<file path="config.mk">
export PLATFORM = sky130hd
export DESIGN_NAME = axis_header_splitter
export DESIGN_NICKNAME = d
export VERILOG_FILES = /design/src/rtl/axis_hdr_pkg.sv /design/src/rtl/axis_hdr_fifo.sv /design/src/rtl/axis_header_splitter.sv
export SDC_FILE = /design/constraint.sdc
export NUM_CORES = 1
export LEC_CHECK = 0
export ABC_CLOCK_PERIOD_IN_PS = 6280
export CORE_MARGIN = 2
export CORE_UTILIZATION = 25
export CTS_BUF_LIST = sky130_fd_sc_hd__clkbuf_4
export DETAILED_ROUTE_END_ITERATION = 8
export GPL_ROUTABILITY_DRIVEN = 0
export GPL_TIMING_DRIVEN = 0
export SLEW_MARGIN = 20
export SYNTH_ARGS = -nofsm -noshare
export SYNTH_HDL_FRONTEND = slang
export SYNTH_SLANG_ARGS = --single-unit
</file>
<file path="constraint.sdc">
create_clock -name clk -period 6.28 [get_ports clk]
set_input_delay 1.884 -clock clk [delete_from_list [all_inputs] [get_ports clk]]
set_output_delay 1.884 -clock clk [all_outputs]
set_load 0.01 [all_outputs]
</file>
<file path="src/rtl/axis_hdr_pkg.sv">
// Shared types and helpers for the AXI-stream header splitter.
// Header vector width is derived from beat count and bytes per beat.
package axis_hdr_pkg;

  typedef enum logic [0:0] {
    HEADER  = 1'b0,
    PAYLOAD = 1'b1
  } state_e;

  function automatic int header_width(input int beats, input int bytes);
    return beats * bytes * 8;
  endfunction

  localparam int HEADER_W_DEFAULT = header_width(4, 1);
  typedef logic [HEADER_W_DEFAULT-1:0] header_t;

  function automatic logic [7:0] clamp_beats(input logic [7:0] beats, input logic [7:0] max_beats);
    logic [7:0] r;
    if (beats > max_beats) begin
      r = max_beats;
    end else begin
      r = beats;
    end
    return r;
  endfunction

endpackage

</file>
<file path="src/rtl/axis_hdr_fifo.sv">
// Synchronous first-word-fall-through FIFO holding captured headers.
// Push while full is accepted only when a pop happens in the same cycle.
module axis_hdr_fifo
  import axis_hdr_pkg::*;
#(
  parameter int DEPTH = 2,
  parameter int WIDTH = 32
) (
  input  logic             clk,
  input  logic             rst,
  input  logic             push,
  input  logic [WIDTH-1:0] push_data,
  input  logic             pop,
  output logic [WIDTH-1:0] head,
  output logic             full,
  output logic             empty
);

  localparam int AW = (DEPTH > 1) ? $clog2(DEPTH) : 1;

  logic [WIDTH-1:0] mem_r [DEPTH];
  logic [AW-1:0]    wr_ptr_r;
  logic [AW-1:0]    rd_ptr_r;
  logic [AW:0]      count_r;
  logic             do_push_s;
  logic             do_pop_s;

  assign empty     = (count_r == '0);
  assign full      = (count_r == (AW+1)'(DEPTH));
  assign do_pop_s  = pop && !empty;
  assign do_push_s = push && (!full || do_pop_s);
  assign head      = mem_r[rd_ptr_r];

  // Storage, pointers and occupancy
  always_ff @(posedge clk or posedge rst) begin
    if (rst) begin
      for (int i = 0; i < DEPTH; i++) begin
        mem_r[i] <= '0;
      end
      wr_ptr_r <= '0;
      rd_ptr_r <= '0;
      count_r  <= '0;
    end else begin
      if (do_push_s) begin
        mem_r[wr_ptr_r] <= push_data;
        wr_ptr_r        <= wr_ptr_r + 1'b1;
      end
      if (do_pop_s) begin
        rd_ptr_r <= rd_ptr_r + 1'b1;
      end
      case ({do_push_s, do_pop_s})
        2'b10:   count_r <= count_r + 1'b1;
        2'b01:   count_r <= count_r - 1'b1;
        default: count_r <= count_r;
      endcase
    end
  end

endmodule

</file>
<file path="src/rtl/axis_header_splitter.sv">
// Strips a per-packet header off an AXI stream and presents it beside the payload.
// Optional statistics counters are enabled with AXIS_HEADER_SPLITTER_STATS_EN.
module axis_header_splitter
  import axis_hdr_pkg::*;
#(
  parameter int AXIS_BYTES        = 1,
  parameter int AXIS_USER_BITS    = 1,
  parameter int MAX_HEADER_BEATS  = 4,
  parameter int HEADER_FIFO_DEPTH = 2
) (
  input  logic                                                    clk,
  input  logic                                                    areset,
  input  logic [7:0]                                              hdr_beats,
  input  logic                                                    axis_i_tvalid,
  output logic                                                    axis_i_tready,
  input  logic                                                    axis_i_tlast,
  input  logic [AXIS_BYTES-1:0]                                   axis_i_tkeep,
  input  logic [8*AXIS_BYTES-1:0]                                 axis_i_tdata,
  input  logic [AXIS_USER_BITS-1:0]                               axis_i_tuser,
  output logic                                                    axis_o_tvalid,
  input  logic                                                    axis_o_tready,
  output logic                                                    axis_o_tlast,
  output logic [AXIS_BYTES-1:0]                                   axis_o_tkeep,
  output logic [8*AXIS_BYTES-1:0]                                 axis_o_tdata,
  output logic [AXIS_USER_BITS-1:0]                               axis_o_tuser,
  output logic [header_width(MAX_HEADER_BEATS, AXIS_BYTES)-1:0]   axis_o_header,
  output logic                                                    runt_pulse
`ifdef AXIS_HEADER_SPLITTER_STATS_EN
  ,
  output logic [31:0]                                             pkt_count,
  output logic [15:0]                                             runt_count
`endif
);

  localparam int              DW    = 8 * AXIS_BYTES;
  localparam int              HW    = header_width(MAX_HEADER_BEATS, AXIS_BYTES);
  localparam int              BW    = 1 + AXIS_USER_BITS + AXIS_BYTES + DW;
  localparam logic [7:0]      MAX_N = 8'(MAX_HEADER_BEATS);

  state_e          state_r;
  logic [7:0]      beat_cnt_r;
  logic [7:0]      n_r;
  logic            ready_en_r;
  logic            runt_pulse_r;
  logic [HW-1:0]   hdr_r;
  logic [HW-1:0]   hdr_next_s;
  logic [HW-1:0]   push_data_s;
  logic [BW-1:0]   in_beat_s;
  logic [BW-1:0]   o_beat_r;
  logic [BW-1:0]   s_beat_r;
  logic            o_valid_r;
  logic            s_valid_r;
  logic [7:0]      n_first_s;
  logic [7:0]      n_cur_s;
  logic            passthru_s;
  logic            in_ready_s;
  logic            in_fire_s;
  logic            hdr_fire_s;
  logic            hdr_done_s;
  logic            runt_s;
  logic            load_s;
  logic            push_s;
  logic            pop_s;
  logic            fifo_full_s;
  logic            fifo_empty_s;

  assign in_beat_s  = {axis_i_tlast, axis_i_tuser, axis_i_tkeep, axis_i_tdata};
  assign n_first_s  = clamp_beats(hdr_beats, MAX_N);
  assign n_cur_s    = (beat_cnt_r == 8'd0) ? n_first_s : n_r;
  // A zero-length header turns the first beat itself into payload.
  assign passthru_s = (state_r == HEADER) && (beat_cnt_r == 8'd0) && (n_first_s == 8'd0);

  // Input acceptance: header beats wait on FIFO space, payload beats on skid space
  always_comb begin
    in_ready_s = 1'b0;
    if (!ready_en_r) begin
      in_ready_s = 1'b0;
    end else if (state_r == PAYLOAD) begin
      in_ready_s = !s_valid_r;
    end else if (passthru_s) begin
      in_ready_s = !fifo_full_s && !s_valid_r;
    end else begin
      in_ready_s = !fifo_full_s;
    end
  end

  assign in_fire_s   = axis_i_tvalid && in_ready_s;
  assign hdr_fire_s  = in_fire_s && (state_r == HEADER) && !passthru_s;
  assign runt_s      = hdr_fire_s && axis_i_tlast;
  assign hdr_done_s  = hdr_fire_s && !axis_i_tlast && (beat_cnt_r == (n_cur_s - 8'd1));
  assign load_s      = in_fire_s && ((state_r == PAYLOAD) || passthru_s);
  assign push_s      = hdr_done_s || (in_fire_s && passthru_s);
  assign push_data_s = passthru_s ? '0 : hdr_next_s;
  assign pop_s       = o_valid_r && axis_o_tready && o_beat_r[BW-1];

  // Header assembly: current beat into its slice, slices past the header length zeroed
  always_comb begin
    hdr_next_s = hdr_r;
    for (int i = 0; i < MAX_HEADER_BEATS; i++) begin
      if (8'(i) == beat_cnt_r) begin
        hdr_next_s[i*DW +: DW] = axis_i_tdata;
      end else if (8'(i) >= n_cur_s) begin
        hdr_next_s[i*DW +: DW] = '0;
      end else begin
        hdr_next_s[i*DW +: DW] = hdr_r[i*DW +: DW];
      end
    end
  end

  // Packet framing FSM with beat counter and runt flag
  always_ff @(posedge clk or posedge areset) begin
    if (areset) begin
      state_r      <= HEADER;
      beat_cnt_r   <= 8'd0;
      n_r          <= 8'd0;
      hdr_r        <= '0;
      ready_en_r   <= 1'b0;
      runt_pulse_r <= 1'b0;
    end else begin
      ready_en_r   <= 1'b1;
      runt_pulse_r <= runt_s;
      if (hdr_fire_s && (beat_cnt_r == 8'd0)) begin
        n_r <= n_first_s;
      end
      if (hdr_fire_s) begin
        hdr_r <= hdr_next_s;
      end
      case (state_r)
        HEADER: begin
          if (runt_s) begin
            beat_cnt_r <= 8'd0;
          end else if (hdr_done_s) begin
            beat_cnt_r <= 8'd0;
            state_r    <= PAYLOAD;
          end else if (hdr_fire_s) begin
            beat_cnt_r <= beat_cnt_r + 8'd1;
          end else if (in_fire_s && passthru_s && !axis_i_tlast) begin
            state_r <= PAYLOAD;
          end
        end
        PAYLOAD: begin
          if (in_fire_s && axis_i_tlast) begin
            state_r    <= HEADER;
            beat_cnt_r <= 8'd0;
          end
        end
        default: begin
          state_r    <= HEADER;
          beat_cnt_r <= 8'd0;
        end
      endcase
    end
  end

  // Two-entry skid stage: output register plus overflow register
  always_ff @(posedge clk or posedge areset) begin
    if (areset) begin
      o_valid_r <= 1'b0;
      s_valid_r <= 1'b0;
      o_beat_r  <= '0;
      s_beat_r  <= '0;
    end else if (axis_o_tready || !o_valid_r) begin
      if (s_valid_r) begin
        o_beat_r  <= s_beat_r;
        o_valid_r <= 1'b1;
        s_valid_r <= 1'b0;
      end else begin
        o_beat_r  <= in_beat_s;
        o_valid_r <= load_s;
      end
    end else if (load_s) begin
      s_beat_r  <= in_beat_s;
      s_valid_r <= 1'b1;
    end
  end

  axis_hdr_fifo #(
    .DEPTH (HEADER_FIFO_DEPTH),
    .WIDTH (HW)
  ) u_hdr_fifo (
    .clk       (clk),
    .rst       (areset),
    .push      (push_s),
    .push_data (push_data_s),
    .pop       (pop_s),
    .head      (axis_o_header),
    .full      (fifo_full_s),
    .empty     (fifo_empty_s)
  );

  assign axis_i_tready = in_ready_s;
  assign axis_o_tvalid = o_valid_r;
  assign {axis_o_tlast, axis_o_tuser, axis_o_tkeep, axis_o_tdata} = o_beat_r;
  assign runt_pulse    = runt_pulse_r;

`ifdef AXIS_HEADER_SPLITTER_STATS_EN
  logic [31:0] pkt_count_r;
  logic [15:0] runt_count_r;

  // Saturating packet and runt counters
  always_ff @(posedge clk or posedge areset) begin
    if (areset) begin
      pkt_count_r  <= 32'd0;
      runt_count_r <= 16'd0;
    end else begin
      if (pop_s && (pkt_count_r != 32'hFFFF_FFFF)) begin
        pkt_count_r <= pkt_count_r + 32'd1;
      end
      if (runt_pulse_r && (runt_count_r != 16'hFFFF)) begin
        runt_count_r <= runt_count_r + 16'd1;
      end
    end
  end

  assign pkt_count  = pkt_count_r;
  assign runt_count = runt_count_r;
`endif

endmodule

</file>
==> results of run 1 <==
[registers in the layout, summed over array words and instances (netlist names)]
register	cells
u_hdr_fifo.rd_ptr_r	1
runt_pulse	1
u_hdr_fifo.count_r	2
o_beat_r	11
ready_en_r	1
beat_cnt_r	8
state_r	1
s_valid_r	1
axis_o_tvalid	1
n_r	8
u_hdr_fifo.wr_ptr_r	1
s_beat_r	11
u_hdr_fifo.mem_r	64
hdr_r	32
[power groups by stage]
stage               Clock (µW)  Combinational (µW)  Sequential, µW
finish                     594                1300            1310
global placement             0                1290            1320
global route               651                1440            1340
floorplan                    0                 873            1280
detailed placement           0                1300            1320
CTS                        607                1310            1310
[cell usage after synthesis, types with 2 or more instances]
master,n
sky130_fd_sc_hd__dfrtp_1,143
sky130_fd_sc_hd__nand3_1,75
sky130_fd_sc_hd__o21ai_0,50
sky130_fd_sc_hd__mux2_2,43
sky130_fd_sc_hd__a22o_1,38
sky130_fd_sc_hd__o21ai_1,36
sky130_fd_sc_hd__nand2_1,26
sky130_fd_sc_hd__clkbuf_1,25
sky130_fd_sc_hd__a22oi_1,24
sky130_fd_sc_hd__nor2_1,24
sky130_fd_sc_hd__a21oi_1,19
sky130_fd_sc_hd__and3_1,17
sky130_fd_sc_hd__buf_1,16
sky130_fd_sc_hd__inv_1,15
sky130_fd_sc_hd__nor2b_1,13
sky130_fd_sc_hd__buf_2,10
sky130_fd_sc_hd__mux2i_1,10
sky130_fd_sc_hd__ha_1,9
sky130_fd_sc_hd__o31ai_1,6
sky130_fd_sc_hd__xnor2_1,6
sky130_fd_sc_hd__nor3_1,5
sky130_fd_sc_hd__nor4_1,4
sky130_fd_sc_hd__xor2_1,4
sky130_fd_sc_hd__nand2b_1,3
sky130_fd_sc_hd__or3_1,3
sky130_fd_sc_hd__or3b_2,3
sky130_fd_sc_hd__a211oi_1,2
sky130_fd_sc_hd__a31oi_1,2
sky130_fd_sc_hd__o211a_1,2
sky130_fd_sc_hd__or4_1,2
[cell families after synthesis]
group | count (synthesis)
flip-flops | 143
AND/OR/NAND/NOR | 189
multiplexers | 54
adder cells (fa/ha/maj) | 9
other | 1
XOR/XNOR | 10
buffers and inverters | 69
AO/OA/AOI/OAI | 188
[worst max path at each step]
stage          cells after the start                   end  slack (ns)
5_1_grt                            7         axis_i_tready        0.02
3_5_place_dp                      16  u_hdr_fifo.mem_r[38]       -0.31
4_1_cts                            7         axis_i_tready        0.04
6_report                           7         axis_i_tready        0.09
2_1_floorplan                      1         axis_o_tvalid        0.56
3_3_place_gp                       2           o_beat_r[4]       -1.59
[repair_timing]
action	in CTS	in global routing
resized for setup	0	1
setup endpoints to repair	0	1
hold buffers	0	0
[per-stage QoR]
step,cell area [µm²],hold slack [ns],cells,total power (µW)
finish,8354,0.4996,1135,3206
global route,8354,0.5165,1135,3432
CTS,8346,0.5008,1134,3225
detailed placement,8068,0.4734,1102,2628
global placement,8033,0.4715,1101,2605
floorplan,6959,0.4566,663,2158
[critical path, delay by kind of cell]
kind | cells | cell delay (ns)
AND/OR/NAND/NOR | 3 | 1.28
buffers and inverters | 3 | 1.05
AO/OA/AOI/OAI | 1 | 0.09
[per-layer routing]
layer / up-vias / track usage
met5: - / 0
met4: 0 / 0.03500
met3: 14 / 0.03447
met2: 156 / 0.1996
li1: 2577 / -
met1: 2736 / 0.1903
[area by class of cell]
| class | instances | area, µm² | area share |
|---|---|---|---|
| diodes | 1 | 2.502 | 0.0002995 |
| plain buffers | 54 | 235.2 | 0.02816 |
| clock buffers | 18 | 135.1 | 0.01617 |
| clock inverters | 14 | 142.6 | 0.01707 |
| inverters | 15 | 63.81 | 0.007638 |
| multi-input cells | 451 | 3095 | 0.3705 |
| flip-flops and latches | 143 | 3578 | 0.4283 |
| well taps | 378 | 473.0 | 0.05661 |
| repair buffers | 61 | 628.1 | 0.07518 |
==> reports/summary.txt, run 1 <==
RUN STATUS
-------------------------------------------------------------------------------------
Outcome                                                                  finished clean

WORST SETUP PATH
-------------------------------------------------------------------------------------
Required arrival time at the worst endpoint                                   4.40 ns
Worst Path Max Fanout                                                               6
Number of cell instances on the worst register-to-register path                    16
Crit-path slowest cell                                                   sky130_fd_sc_hd__or4_1
Launch instance of the worst register-to-register path                   beat_cnt_r[4]
Max stage delay on crit path                                                  0.68 ns
R2r setup slk                                                                 1.70 ns
Beginning of the critical path                                           hdr_beats[7]
Critical Path, Cell by Cell                                              clkdlybuf4s50_1, or4_1, nor4_2, or2_1, buf_2, a21oi_1, clkdlybuf4s50_1
Capturing element type of the critical path                                output pin
Class of the most critical setup path                                       in -> out
Reg-to-Reg End                                                           u_hdr_fifo.mem_r[37]
Startpoint class of the critical path                                       input pin
Critical path arrival                                                         4.31 ns
Cell seen most often among critical-path stages                          sky130_fd_sc_hd__clkdlybuf4s50_1

CLOCKING
-------------------------------------------------------------------------------------
Root cell of the clock tree                                              sky130_fd_sc_hd__clkbuf_4
Later-pin clock latency in the skew report                                    0.56 ns
Post-CTS Setup Inserts                                                              0
TritonCTS Sinks                                                                   143
Clock slew at reported path FFs                                               0.13 ns
Num CTS Buffers                                                                    17
Number of H-tree levels                                                             4
TritonCTS clock tree                                                              yes
Clock buffer depth                                                                  2

GLOBAL ROUTE
-------------------------------------------------------------------------------------
Maximum number of pins on one net before global-route repair                       90
Total track usage                                                              0.1332
Aggregate global routing overflow                                                   0
Global-route wire length before repair                                       30110 µm
Initial antenna violation count                                                     1
Number of global-route vias before repair                                        5445

YOSYS
-------------------------------------------------------------------------------------
Number of warnings issued by yosys                                                  0
Largest area contributor in the netlist                                  sky130_fd_sc_hd__dfrtp_1
Seq cells post-synth                                                              143
Cell types occupying the most area after synthesis                       sky130_fd_sc_hd__dfrtp_1, sky130_fd_sc_hd__mux2_2, sky130_fd_sc_hd__nand3_1
Count of flip-flops with a built-in enable after synthesis                          0
Fraction of registers with async set/reset                                      1.000
Number of instances in the synthesized netlist                                    663
Fraction of the mapped netlist area in adder cells                            0.01618
Post-synthesis area per instance                                            10.50 µm²
Dominant combinational cell family by area after synthesis               compound AO/OA/AOI/OAI gates
Post-Syn Nets                                                                     695
Post-synthesis share of cell area spent on xor and xnor gates                 0.01259
Share of synthesized area spent on multiplexers                               0.08612
Area fraction of the dominant cell type after synthesis                        0.5142
Compound-cell area share of the yosys netlist                                  0.1767
Synth unique cells                                                                 58
Seq/Total Area, Yosys                                                          0.5142
Synthesized cell area                                                        6959 µm²
Simple-gate share of the synthesized area                                      0.1517
Most instantiated flip-flop cell in the synthesis netlist                sky130_fd_sc_hd__dfrtp_1

FLOW RUN
-------------------------------------------------------------------------------------
# Max-Cap Violations                                                                0

CELLS AND AREA
-------------------------------------------------------------------------------------
Leading cell types in the layout, fill and taps excluded                 sky130_fd_sc_hd__dfrtp_1, sky130_fd_sc_hd__nand3_1, sky130_fd_sc_hd__clkdlybuf4s50_1
Most frequent standard cell in the layout excluding fill and tap cells   sky130_fd_sc_hd__dfrtp_1
Fin util                                                                       0.3024
Filler Cells Inserted                                                            2968
Share of layout cells above drive strength 1                                   0.1336
Area growth, synth to finish                                                   20.05%
Final Net Count                                                                   775

ROUTING
-------------------------------------------------------------------------------------
Total Routed Length                                                          18740 µm
Number of DRC markers in iteration 0                                              404
Met3 Wirelength                                                                983 µm
Routed via count                                                                 5483
Residual antenna-violating net count after detailed routing                         0
Amount of wire on met2 after detailed routing                                 8457 µm
Count of unresolved DRC violations after routing                                    0
Ratio of routed vias to standard cells                                          4.831
DRT Pass-1 Iters                                                                    5
Routed length on met1                                                         9119 µm
WL per Instance                                                              16.51 µm
Uppermost layer routed                                                           met4

POWER
-------------------------------------------------------------------------------------
Largest vdd supply drop                                                     0.1130 mV
Sw Ratio                                                                       0.3765
Leakage power figure                                                      0.003653 µW
Part of the total power dissipated in sequential elements                       0.408
Net Switching                                                                 1207 µW
Combinational group share of total power                                        0.407
Internal                                                                      1999 µW
Clock network fraction of design power                                          0.185
Cell Pwr Density                                                         383.8 nW/µm²

STA
-------------------------------------------------------------------------------------
Largest clock skew in the final design                                     0.01935 ns
Final setup fails                                                                   0
Final Hold Viols                                                                    0
Number of max-slew violations in the final report                                   0
Worst Setup Slack, final                                                   0.08708 ns
Tightest Pin Transition                                                     0.8536 ns
Ratio of final minimum period to clock period                                  0.9861
Top achievable clock speed                                                  161.5 MHz
Shortest period the worst path allows                                        6.193 ns
Relative max-transition margin                                                 0.4309
Final setup TNS                                                                  0 ns
RSZ-0062 raised after global routing                                               no

HOLD PATH
-------------------------------------------------------------------------------------
Type of the worst min-delay path                                           reg -> reg
Hold depth                                                                          1
Hold path startpoint                                                     u_hdr_fifo.count_r[1]
Min-Delay Endpoint                                                       u_hdr_fifo.count_r[1]

PLACEMENT
-------------------------------------------------------------------------------------
Pre-CTS setup slack                                                        -0.3128 ns
Port Buf Inserts                                                                   60
Detailed placer's ending HPWL                                                13120 µm

DIE
-------------------------------------------------------------------------------------
Total Die Area                                                              29190 µm²
Area of the core                                                            27630 µm²
Number of primary I/O pins                                                         69
Number of placement rows                                                           61
Die width                                                                    170.8 µm
Initial cell density of the core                                               0.2519
Die Ht                                                                       170.8 µm

Power figures use the tool's default switching activity.
==> run 2, diff against run 1 <==
--- a/config.mk
+++ b/config.mk
@@ -16,3 +16,4 @@
 export SYNTH_ARGS = -nofsm -noshare
 export SYNTH_HDL_FRONTEND = slang
 export SYNTH_SLANG_ARGS = --single-unit
+export TNS_END_PERCENT = 50
==> results of run 2 <==
Final layout, timing and power as in run 1 (identical DEF).
==> run 3, diff against run 2 <==
--- a/config.mk
+++ b/config.mk
@@ -6,13 +6,13 @@
 export NUM_CORES = 1
 export LEC_CHECK = 0
 export ABC_CLOCK_PERIOD_IN_PS = 6280
-export CORE_MARGIN = 2
 export CORE_UTILIZATION = 25
 export CTS_BUF_LIST = sky130_fd_sc_hd__clkbuf_4
 export DETAILED_ROUTE_END_ITERATION = 8
 export GPL_ROUTABILITY_DRIVEN = 0
 export GPL_TIMING_DRIVEN = 0
-export SLEW_MARGIN = 20
+export SKIP_LAST_GASP = 1
+export SLEW_MARGIN = 40
 export SYNTH_ARGS = -nofsm -noshare
 export SYNTH_HDL_FRONTEND = slang
 export SYNTH_SLANG_ARGS = --single-unit
==> run 3 against run 2 <==
  * Cell count decreased by 0.53%
  * Cell area increased by 0.61%
  * Highest routed layer unchanged
  * Largest cell class unchanged
  * Fmax increased by 1.0%
  * Core utilization increased by 0.78 points
  * First-iteration DRC count decreased by 9.7%
==> reports/summary.txt, run 3 (synthesis gave the netlist of run 1 again) <==
CLOCKING
-------------------------------------------------------------------------------------
Later-pin clock latency in the skew report                                    0.55 ns   about the same
TritonCTS clock tree                                                              yes
Clock buffer depth                                                                  2   unchanged
Number of H-tree levels                                                             4   unchanged
Clock slew at reported path FFs                                               0.12 ns   about the same
TritonCTS Sinks                                                                   143   unchanged
Num CTS Buffers                                                                    17   unchanged
Post-CTS Setup Inserts                                                              0   unchanged
Root cell of the clock tree                                              sky130_fd_sc_hd__clkbuf_4
Cts hold-fix bufs                                                                   0   unchanged

GLOBAL ROUTE
-------------------------------------------------------------------------------------
Global-route wire length before repair                                       30240 µm   +0.44%
Initial antenna violation count                                                     0   -1
Aggregate global routing overflow                                                   0   unchanged
Number of global-route vias before repair                                        5413   -0.59%
Total track usage                                                              0.1370   +0.003843
Maximum number of pins on one net before global-route repair                       54   -40%

STA
-------------------------------------------------------------------------------------
Top achievable clock speed                                                  163.1 MHz   +1.0%
Ratio of final minimum period to clock period                                  0.9762   -0.009957
Relative max-transition margin                                                 0.4860   +0.05507
Shortest period the worst path allows                                        6.130 ns   -0.06253 ns
Number of max-slew violations in the final report                                   0   unchanged
Final Hold Viols                                                                    0   unchanged
Tightest Pin Transition                                                     0.7710 ns   -0.08261 ns
Final setup fails                                                                   0   unchanged
Hold Worst Slack                                                            0.5012 ns   +0.001613 ns
Largest clock skew in the final design                                     0.02232 ns   +0.002961 ns
RSZ-0062 raised after global routing                                               no

CELLS AND AREA
-------------------------------------------------------------------------------------
Final Net Count                                                                   776   +0.13%
Filler Cells Inserted                                                            2836   -4.4%
Number of inserted diodes                                                           0   -1
Share of layout cells above drive strength 1                                   0.1387   +0.005108
Most frequent standard cell in the layout excluding fill and tap cells   sky130_fd_sc_hd__dfrtp_1
Post-route design area                                                       8406 µm²   +0.61%
Largest reg by FF count                                                  u_hdr_fifo.mem_r
Area growth, synth to finish                                                   20.78%
Fin util                                                                       0.3102   +0.007784
Flip-flop count of the largest register after layout                               64   unchanged
Largest registers in the final layout                                    u_hdr_fifo.mem_r x64, hdr_r x32
Leading cell types in the layout, fill and taps excluded                 sky130_fd_sc_hd__dfrtp_1, sky130_fd_sc_hd__nand3_1, sky130_fd_sc_hd__clkdlybuf4s50_1

WORST SETUP PATH
-------------------------------------------------------------------------------------
Capturing element type of the critical path                                output pin
R2r setup slk                                                                 1.89 ns   +0.19 ns
Required arrival time at the worst endpoint                                   4.40 ns   about the same
Startpoint class of the critical path                                       input pin
Class of the most critical setup path                                       in -> out
Worst Path Max Fanout                                                               6   unchanged
Launch instance of the worst register-to-register path                   beat_cnt_r[4]
Beginning of the critical path                                           hdr_beats[7]
Critical path arrival                                                         4.25 ns   -0.06 ns

PLACEMENT
-------------------------------------------------------------------------------------
Area post-placement                                                          8088 µm²   +0.25%
Detailed placer's ending HPWL                                                13230 µm   +0.84%
Port Buf Inserts                                                                   60   unchanged

ROUTING
-------------------------------------------------------------------------------------
Count of unresolved DRC violations after routing                                    0   unchanged
Routed via count                                                                 5418   -1.2%
Ratio of routed vias to standard cells                                          4.799   -0.66%
DRT Pass-1 Iters                                                                    5   unchanged
WL per Instance                                                              16.60 µm   +0.51%
Residual antenna-violating net count after detailed routing                         0   unchanged
Number of DRC markers in iteration 0                                              365   -9.7%
Total Routed Length                                                          18740 µm   about the same

DIE
-------------------------------------------------------------------------------------
Area of the core                                                            27100 µm²   -1.9%
Die width                                                                    168.8 µm   -1.2%
Total Die Area                                                              28510 µm²   -2.3%
Die Ht                                                                       168.8 µm   -1.2%
Initial cell density of the core                                               0.2568   +0.004907
Number of placement rows                                                           60   -1.6%
Number of primary I/O pins                                                         69   unchanged

POWER
-------------------------------------------------------------------------------------
Leakage power figure                                                      0.003681 µW   +0.78%
Cell Pwr Density                                                         387.8 nW/µm²   +1.1%
Largest vdd supply drop                                                     0.1799 mV   +59%

FLOW RUN
-------------------------------------------------------------------------------------
# Max-Cap Violations                                                                0   unchanged

RUN STATUS
-------------------------------------------------------------------------------------
Outcome                                                                  finished clean

HOLD PATH
-------------------------------------------------------------------------------------
Hold path startpoint                                                     u_hdr_fifo.count_r[1]
Type of the worst min-delay path                                           reg -> reg

-- run 3: timing repair --
item                       CTS  global route
resized for setup            0             1
setup endpoints to repair    0             1
hold endpoints to repair     0             0
-- run 3: cell type report --
cell class | count | area (µm²) | share of cell area
Buffer | 54 | 235.2 | 0.02798
Clock buffer | 19 | 142.6 | 0.01697
Clock inverter | 13 | 162.7 | 0.01935
Inverter | 15 | 63.81 | 0.007592
Multi-Input combinational cell | 451 | 3102 | 0.3690
Sequential cell | 143 | 3578 | 0.4257
Tap cell | 372 | 465.4 | 0.05537
Timing Repair Buffer | 62 | 655.6 | 0.07800
-- run 3: through the flow --
stage          worst slack, ns  total power (µW)  cells  TNS (ns)
2_1_floorplan           0.5581              2158    663         0
3_3_place_gp            -1.503              2605   1095   -228.81
3_5_place_dp           -0.3689              2632   1097    -20.30
4_1_cts                0.03913              3276   1129         0
5_1_grt               0.002342              3474   1129         0
6_report                0.1496              3260   1129         0
-- run 3: per-layer routing --
layer | up-vias | GRT usage | part of all wire
met2 | 126 | 0.2054 | 0.44
li1 | 2598 | - | -
met1 | 2673 | 0.1970 | 0.50
met3 | 21 | 0.03156 | 0.046
met5 | - | 0 | 0
met4 | 0 | 0.03597 | 0.011
-- run 3: worst max-delay path, cell delays in order --
cell and delay (ns):
sky130_fd_sc_hd__clkdlybuf4s50_1 0.39, sky130_fd_sc_hd__or4_1 0.67, sky130_fd_sc_hd__nor4_2 0.39, sky130_fd_sc_hd__or2_1 0.15, sky130_fd_sc_hd__buf_2 0.14, sky130_fd_sc_hd__a21oi_1 0.09
sky130_fd_sc_hd__clkdlybuf4s50_1 0.53
-- run 3: final timing paths --
| kind | to | depth (start not counted) |
|---|---|---|
| max reg2reg | u_hdr_fifo.mem_r[38] | 16 |
| max in group asynchronous | s_beat_r[4] | 4 |
| min | u_hdr_fifo.count_r[1] | 1 |
| max | axis_i_tready | 7 |
| min reg2reg | u_hdr_fifo.count_r[1] | 1 |
| min in group asynchronous | u_hdr_fifo.mem_r[4] | 2 |
-- run 3: power by group --
| group | internal (µW) | total [µW] | leakage [µW] | switching, µW |
|---|---|---|---|---|
| Clock | 287 | 641 | 0.000161 | 354 |
| Sequential | 1150 | 1310 | 0.00192 | 156 |
| Combinational | 608 | 1310 | 0.00160 | 701 |
